**src/rtl/incline_pkg.sv**
```systemverilog
// Shared widths and types for the incline fusion path.
package incline_pkg;
  localparam int INCL_W       = 13;
  localparam int RATE_W       = 16;
  localparam int INT_W        = 27;
  localparam int ACC_SLICE_HI = 25;
  localparam int ACC_SLICE_LO = 13;

  typedef logic signed [INCL_W-1:0] incl_t;
  typedef logic signed [RATE_W-1:0] rate_t;
endpackage

```
**src/rtl/incline_integrator.sv**
```systemverilog
// Complementary-filter incline: integrates offset-corrected roll rate and leaks the
// integrator toward the accelerometer-derived incline by a fixed step per sample.
module incline_integrator
  import incline_pkg::*;
#(
  parameter logic signed [15:0] ROLL_OFFSET    = 16'sh0050,
  parameter logic signed [15:0] AY_OFFSET      = 16'sh0000,
  parameter logic [9:0]         ACC_GAIN       = 10'd327,
  parameter logic [10:0]        FUSION_STEP    = 11'd1024,
  parameter logic [8:0]         SETTLE_SAMPLES = 9'd256
) (
  input  logic              clk,
  input  logic              rst,
  input  logic              vld,
  input  logic [RATE_W-1:0] roll_rt,
  input  logic [RATE_W-1:0] ay,
  output logic [INCL_W-1:0] incline,
  output logic              incline_vld,
  output logic              incline_rdy
);

  localparam int COMP_W = RATE_W + 1;
  localparam int PROD_W = 28;
  localparam int SUM_W  = INT_W + 2;
  localparam logic signed [SUM_W-1:0] SAT_MAX = {{(SUM_W-INT_W+1){1'b0}}, {(INT_W-1){1'b1}}};
  localparam logic signed [SUM_W-1:0] SAT_MIN = {{(SUM_W-INT_W+1){1'b1}}, {(INT_W-1){1'b0}}};

  function automatic logic signed [INT_W-1:0] sat_int(input logic signed [SUM_W-1:0] v);
    if (v > SAT_MAX)      return SAT_MAX[INT_W-1:0];
    else if (v < SAT_MIN) return SAT_MIN[INT_W-1:0];
    else                  return v[INT_W-1:0];
  endfunction

  rate_t                      roll_s, ay_s;
  logic signed [COMP_W-1:0]   roll_comp, ay_comp;
  logic signed [PROD_W-1:0]   acc_prod;
  logic                       unused_prod_bits;

  logic signed [COMP_W-1:0]   roll_comp_p1_d, roll_comp_p1_q;
  incl_t                      incl_acc_p1_d, incl_acc_p1_q;
  logic                       vld_p1_d, vld_p1_q;

  incl_t                      incline_s;
  logic signed [SUM_W-1:0]    fusion, step_s, sum;
  logic signed [INT_W-1:0]    roll_int_d, roll_int_q;
  logic                       incline_vld_d, incline_vld_q;
  logic [8:0]                 settle_cnt_d, settle_cnt_q;

  // ---- stage 1: offset correction and accelerometer scaling ----
  always_comb begin
    roll_s    = $signed(roll_rt);
    ay_s      = $signed(ay);
    roll_comp = COMP_W'(roll_s) - COMP_W'(ROLL_OFFSET);
    ay_comp   = COMP_W'(ay_s) - COMP_W'(AY_OFFSET);
    acc_prod  = PROD_W'(ay_comp) * PROD_W'($signed({1'b0, ACC_GAIN}));

    roll_comp_p1_d = roll_comp_p1_q;
    incl_acc_p1_d  = incl_acc_p1_q;
    vld_p1_d       = vld;
    if (vld) begin
      roll_comp_p1_d = roll_comp;
      incl_acc_p1_d  = acc_prod[ACC_SLICE_HI:ACC_SLICE_LO];
    end
  end

  assign unused_prod_bits = ^{acc_prod[PROD_W-1:ACC_SLICE_HI+1], acc_prod[ACC_SLICE_LO-1:0]};

  // ---- stage 2: fusion correction, integration with saturation ----
  always_comb begin
    incline_s = roll_int_q[INT_W-1:INT_W-INCL_W];
    step_s    = $signed(SUM_W'(FUSION_STEP));
    fusion    = '0;
    // Compare against the incline currently visible, before this update lands.
    if (incl_acc_p1_q > incline_s)      fusion = step_s;
    else if (incl_acc_p1_q < incline_s) fusion = -step_s;
    sum = SUM_W'(roll_int_q) - SUM_W'(roll_comp_p1_q) + fusion;

    roll_int_d    = roll_int_q;
    incline_vld_d = vld_p1_q;
    settle_cnt_d  = settle_cnt_q;
    if (vld_p1_q) begin
      roll_int_d = sat_int(sum);
      if (settle_cnt_q != SETTLE_SAMPLES) settle_cnt_d = settle_cnt_q + 9'd1;
    end
  end

  always_ff @(posedge clk or posedge rst) begin
    if (rst) begin
      roll_comp_p1_q <= '0;
      incl_acc_p1_q  <= '0;
      vld_p1_q       <= 1'b0;
      roll_int_q     <= '0;
      incline_vld_q  <= 1'b0;
      settle_cnt_q   <= '0;
    end else begin
      roll_comp_p1_q <= roll_comp_p1_d;
      incl_acc_p1_q  <= incl_acc_p1_d;
      vld_p1_q       <= vld_p1_d;
      roll_int_q     <= roll_int_d;
      incline_vld_q  <= incline_vld_d;
      settle_cnt_q   <= settle_cnt_d;
    end
  end

  assign incline     = incline_s;
  assign incline_vld = incline_vld_q;
  assign incline_rdy = (settle_cnt_q == SETTLE_SAMPLES);

endmodule

```
**config.mk**
```make
export PLATFORM = sky130hd
export DESIGN_NAME = incline_integrator
export DESIGN_NICKNAME = d
export VERILOG_FILES = /design/src/rtl/incline_pkg.sv /design/src/rtl/incline_integrator.sv
export SDC_FILE = /design/constraint.sdc
export NUM_CORES = 1
export LEC_CHECK = 0
export ABC_AREA = 1
export BUFFER_PORTS_ARGS = -buffer_cell sky130_fd_sc_hd__buf_4
export CORE_MARGIN = 2
export CORE_UTILIZATION = 60
export DETAILED_ROUTE_END_ITERATION = 16
export GPL_ROUTABILITY_DRIVEN = 0
export PLACE_DENSITY = 0.79
export SLEW_MARGIN = 15
export SYNTH_ARGS = -nofsm -noshare
export SYNTH_HDL_FRONTEND = slang
export SYNTH_SLANG_ARGS = --single-unit
```
**constraint.sdc**
```tcl
create_clock -name clk -period 7.5 [get_ports clk]
set_clock_uncertainty 0.2 [all_clocks]
set_input_delay 1.125 -clock clk [delete_from_list [all_inputs] [get_ports clk]]
set_output_delay 1.125 -clock clk [all_outputs]
set_load 0.02 [all_outputs]
```
Word-level counts from Yosys, hierarchy flattened
Index checks and enable logic that the tools add are counted.
{"block": "totals", "reg_bits": 68, "latchBits": 0, "ramBits": 0, "romBits": 0, "elab_cells": 22, "mem_count": 0}
{"block": "op_classes", "n_addsub": 4, "n_mul": 1, "n_div": 0, "magnitude_cmp": 4, "eq_ne": 2, "shifts": 0, "muxes": 4, "n_bitwise": 0, "reduce_logical": 1}
{"operator": "2-to-1 mux 29 bit", "count": 2}
{"operator": "2-to-1 mux 27 bit", "count": 2}
{"operator": "adder 28 x 29 -> 29 bit", "count": 1}
{"operator": "greater-than comparator 29 x 27 -> 1 bit, second input constant", "count": 1}
{"operator": "< comparator 29 x 27 -> 1 bit, second input constant", "count": 1}
{"operator": "subtractor 27 x 17 -> 28 bit", "count": 1}
{"operator": "multiplier 16 x 10 -> 26 bit, second input constant", "count": 1}
{"operator": "subtractor 16 x 8 -> 17 bit, second input constant", "count": 1}
{"operator": "greater-than comparator 13 bit", "count": 1}
{"operator": "< comparator 13 bit", "count": 1}
{"operator": "adder 9 x 1 -> 9 bit, second input constant", "count": 1}
{"operator": "== test 9 bit, second input constant", "count": 1}
{"operator": "!= test 9 bit, second input constant", "count": 1}
{"operator": "AND reduction 2 bit", "count": 1}

Logic depth before layout (Yosys ltp)
{"block": "logic_depth", "ltp_word": 7, "mapped_depth": 28, "mapped_depth_nobuf": 27}

Worst setup path before layout
OpenSTA, ideal clock, no wires.
{"block": "synth_timing", "kind": "input port to flip-flop", "start": "input port ay[12]", "end": "register incl_acc_p1_q[8]", "arrival_ps": 4560, "required_ps": 7182, "slack_ps": 2622, "cell_stages": 15, "path_cell_list": "ha_1 > ha_1 > fa_1 > fa_1 > fa_1 > ha_1 > a21oi_1 > a21boi_0 > nor2_1 > nor2_1 > nand3_1 > a21oi_1 > nand2_1 > nand3_1 > nand2_1"}
{"block": "synth_between", "elab_chain_len": 1}
{"element": "from (decl)", "line_no": "incline_integrator.sv:16", "rtl": "input logic [RATE_W-1:0] ay,"}
{"element": "multiplier 16 x 10 -> 26 bit", "line_no": "incline_integrator.sv:55", "rtl": "acc_prod = PROD_W'(ay_comp) * PROD_W'($signed({1'b0, ACC_GAIN}));"}
{"element": "to (signal assigned)", "line_no": "incline_integrator.sv:97", "rtl": "incl_acc_p1_q <= incl_acc_p1_d;"}
{"element": "to (decl)", "line_no": "incline_integrator.sv:40", "rtl": "incl_t incl_acc_p1_d, incl_acc_p1_q;"}
No other way between the ends.
A chain may end at the register's enable or synchronous reset.

Worst setup path in the final report
{"block": "layout_timing", "start": "input port ay[14]", "end": "register incl_acc_p1_q[9]"}
Same word-level chain as after synthesis.

==> results.py <==
metrics = {
    "floorplanning": {
        "die_y_um": 126,
        "start_util_pct": 61.5,
        "die_w_um": 126,
        "rows": 44,
        "coreArea_um2": 14500,
        "dieArea_um2": 15900,
        "ios": 50,
    },
    "grt": {
        "grt_pass1_wl_um": 33000,
        "grt_remaining_overflow": 0,
        "track_usage_pct": 24.9,
        "grt_pass1_vias": 7409,
        "grt_max_degree": 69,
        "antenna_found_initial": 0,
    },
    "clock_network": {
        "clock-root-buffer": "clkbuf_16",
        "cts_max_level": 3,
        "cts_tree": "built",
        "cts_resized": 0,
        "cts_setup_buffers": 0,
        "clock-sinks": 68,
        "clk_latency_ps": 330,
        "clkTransAtPathRegs_ps": 60,
        "clockBufferDepth": 2,
        "cts_hold_buf": 0,
        "cts-buffers-inserted": 9,
    },
    "setup_path": {
        "cp_slowest_stage_delay_ps": 570,
        "critPathLaunchType": "input port",
        "critPathSlowestCell": "fa_1",
        "crit_arrival_ps": 5200,
        "endpoint": "incl_acc_p1_q[9]",
        "timing_worst_setup_path_type": "in -> reg",
        "r2r_cells": 25,
        "timing.rr.start": "roll_int_q[16]",
        "cp_data_required_time_ps": 7520,
        "r2r_end": "roll_int_q[10]",
        "path_buf_inv": 4,
        "path_depth": 18,
        "crit_path_end_kind": "flip-flop",
        "startpoint": "ay[14]",
        "crit_chain": "buf_4 > inv_1 > ha_1 > inv_1 > ha_1 > fa_1 > fa_1 > fa_1 > ha_1 > nand2_1 > nor2_1 > inv_1 > nor3_1 > o2111ai_1 > nand3_1 > nand2_1 > nand3_1 > nand2_1",
        "path_delay_family": "adder cells",
        "r2r_slack_ps": 2570,
        "worst-path-max-fanout": 8,
    },
    "synth": {
        "yosys.area.top_type": "dfrtp_1",
        "synth.top_cell.area_share_pct": 19.0,
        "avgSynthCellArea_um2": 7.49,
        "synth.area.top_cells": "dfrtp_1 19%, ha_1 19%, fa_1 14%, nand2_1 11%, inv_1 10%",
        "synth_simple_gate_area_share_pct": 21.9,
        "synthCells": 1193,
        "synth_top_family_by_area": "adder cells",
        "synth.most_common_cell": "nand2_1",
        "synth_xor_area_share_pct": 4.02,
        "synth_fa_ha_area_share_pct": 32.6,
        "synthFlopType": "dfrtp_1",
        "synth_common_cells": "261 x nand2_1, 244 x inv_1, 135 x ha_1",
        "ys_async_sr_fraction_pct": 100,
        "synth_compound_area_share_pct": 9.96,
        "syn_area_um2": 8930,
        "yosysSeqAreaShare_pct": 19.0,
        "synth_cell_types": 42,
        "syn-num-nets": 1424,
        "synth_edf_count": 0,
        "synth_mux_area_share_pct": 0,
        "ys_ff_latch": 68,
        "yosysWarnings": 0,
    },
    "drt": {
        "finalWirelength_um": 18900,
        "dr.pass1.iters": 5,
        "vias_per_cell": 5.29,
        "dr.first_iter.drc_count": 486,
        "routedWlPerCell_um": 13.3,
        "vias": 7498,
        "drcViolationCount": 0,
        "detail-route-antenna-nets": 0,
    },
    "timing": {
        "tns_ps": 0,
        "rsz0062_at_grt": "false",
        "final_max_slew_viol_count": 0,
        "fin_crit_sh_pct": 69.1,
        "finalSetupViolCount": 0,
        "fin_crit_ps": 5180,
        "hold_viol": 0,
        "fmax_mhz": 193,
        "tightest_slew_ps": 864,
        "slew_headroom_pct": 42.4,
    },
    "place": {
        "dpl.hpwl_um": 15500,
        "port_buffers": 49,
    },
    "finish": {
        "area.growth.synth_to_final_pct": 7.88,
        "diodes": 0,
        "drive_gt1_share_pct": 8.43,
        "finalNetCount": 1460,
        "fillCellCount": 1260,
    },
    "flow_run": {
        "maxCapViolCount": 0,
    },
    "run_status": {
        "status": "finished, final reports clean",
    },
    "min_path": {
        "hold_class": "reg -> reg",
    },
}
[per-stage QoR]
stage               instances  utilization [%]  hold slack (ps)  cell area, um2  worst slack [ps]
detailed placement       1402             64.4              276            9360              2050
floorplan                1193                -              225            8930              2620
finish                   1417             66.3              283            9640              2320
CTS                      1417             66.3              289            9640              2400
global route             1417             66.3              313            9640              2110
global placement         1402             64.4              264            9360              2090
[routing by layer]
| metal | part of all wire, % | vias up | GRT usage, % |
|---|---|---|---|
| li1 | - | 3828 | - |
| met1 | 45 | 3483 | 31.7 |
| met2 | 50 | 148 | 44.7 |
| met3 | 2.8 | 39 | 2.17 |
| met4 | 2.6 | 0 | 8.40 |
| met5 | 0 | - | 0 |
[logic make-up (layout without fill, tap and decap cells)]
| family | count (synthesis) | count (layout) |
|---|---|---|
| buffers and inverters | 272 | 312 |
| DFF | 68 | 68 |
| AOI/OAI and AO/OA | 152 | 152 |
| adders and majority gates | 196 | 196 |
| and+or+nand+nor | 464 | 464 |
| xor gates and xnor gates | 41 | 41 |
[final cells by class]
| type | count | area, um2 | area share [%] |
|---|---|---|---|
| clock buffers | 11 | 233 | 2.41 |
| clock inverters | 4 | 51.3 | 0.532 |
| inverters | 246 | 923 | 9.58 |
| multi-input cells | 853 | 6120 | 63.5 |
| flip-flops and latches | 68 | 1700 | 17.7 |
| well taps | 184 | 230 | 2.39 |
| repair buffers | 51 | 383 | 3.97 |
[worst register-to-register path, stage by stage (launching register included)]
cell	delay [ps]
dfrtp_1	390
inv_1	130
ha_1	270
a21oi_1	150
o21ai_0	100
a21oi_1	140
nor2_1	50
nor2_1	80
o21ai_0	100
xor2_1	170
inv_1	610
fa_1	540
inv_1	80
ha_1	280
nand2_1	150
inv_1	50
nand2_1	60
nand2_1	80
nand2_1	90
nand3_1	110
a21oi_1	200
nand3_1	100
nand2_1	90
nand3_2	90
nand2_4	360
a21oi_1	140
[cell usage in the layout, fill, tap and decap left out, types with 3 or more instances in the layout]
cell type,n
dfrtp_1,68
o21bai_1,3
xor2_1,26
a21oi_1,64
nand2_1,261
ha_1,135
nor4_1,4
fa_1,61
nor3_1,13
a21boi_0,3
xnor2_1,15
nand4_1,11
clkbuf_16,9
nand3_1,48
inv_1,243
nand2_2,8
buf_4,51
a21o_1,6
a21oi_2,15
o211ai_1,3
nand3_2,6
nor2_1,102
nor2_2,5
a31oi_1,6
o21ai_0,42
[flip-flops by register name (all words and copies together) (netlist names)]
signal / count
roll_int_q: 27
roll_comp_p1_q: 17
incl_acc_p1_q: 13
settle_cnt_q: 9
incline_vld: 1
incline_vld_d: 1
[worst min-delay path by stage]
stage / start / endpoint / depth (start not counted)
floorplan: incline_vld_d / incline_vld / 0
detailed placement: incl_acc_p1_q[0] / incl_acc_p1_q[0] / 2
CTS: incl_acc_p1_q[0] / incl_acc_p1_q[0] / 2
global route: incl_acc_p1_q[9] / incl_acc_p1_q[9] / 2
finish: incl_acc_p1_q[0] / incl_acc_p1_q[0] / 2
global placement: settle_cnt_q[8] / settle_cnt_q[8] / 1
Power is not shown: default switching activity piles up to over one toggle a cycle in this logic, so the estimate is an artifact.
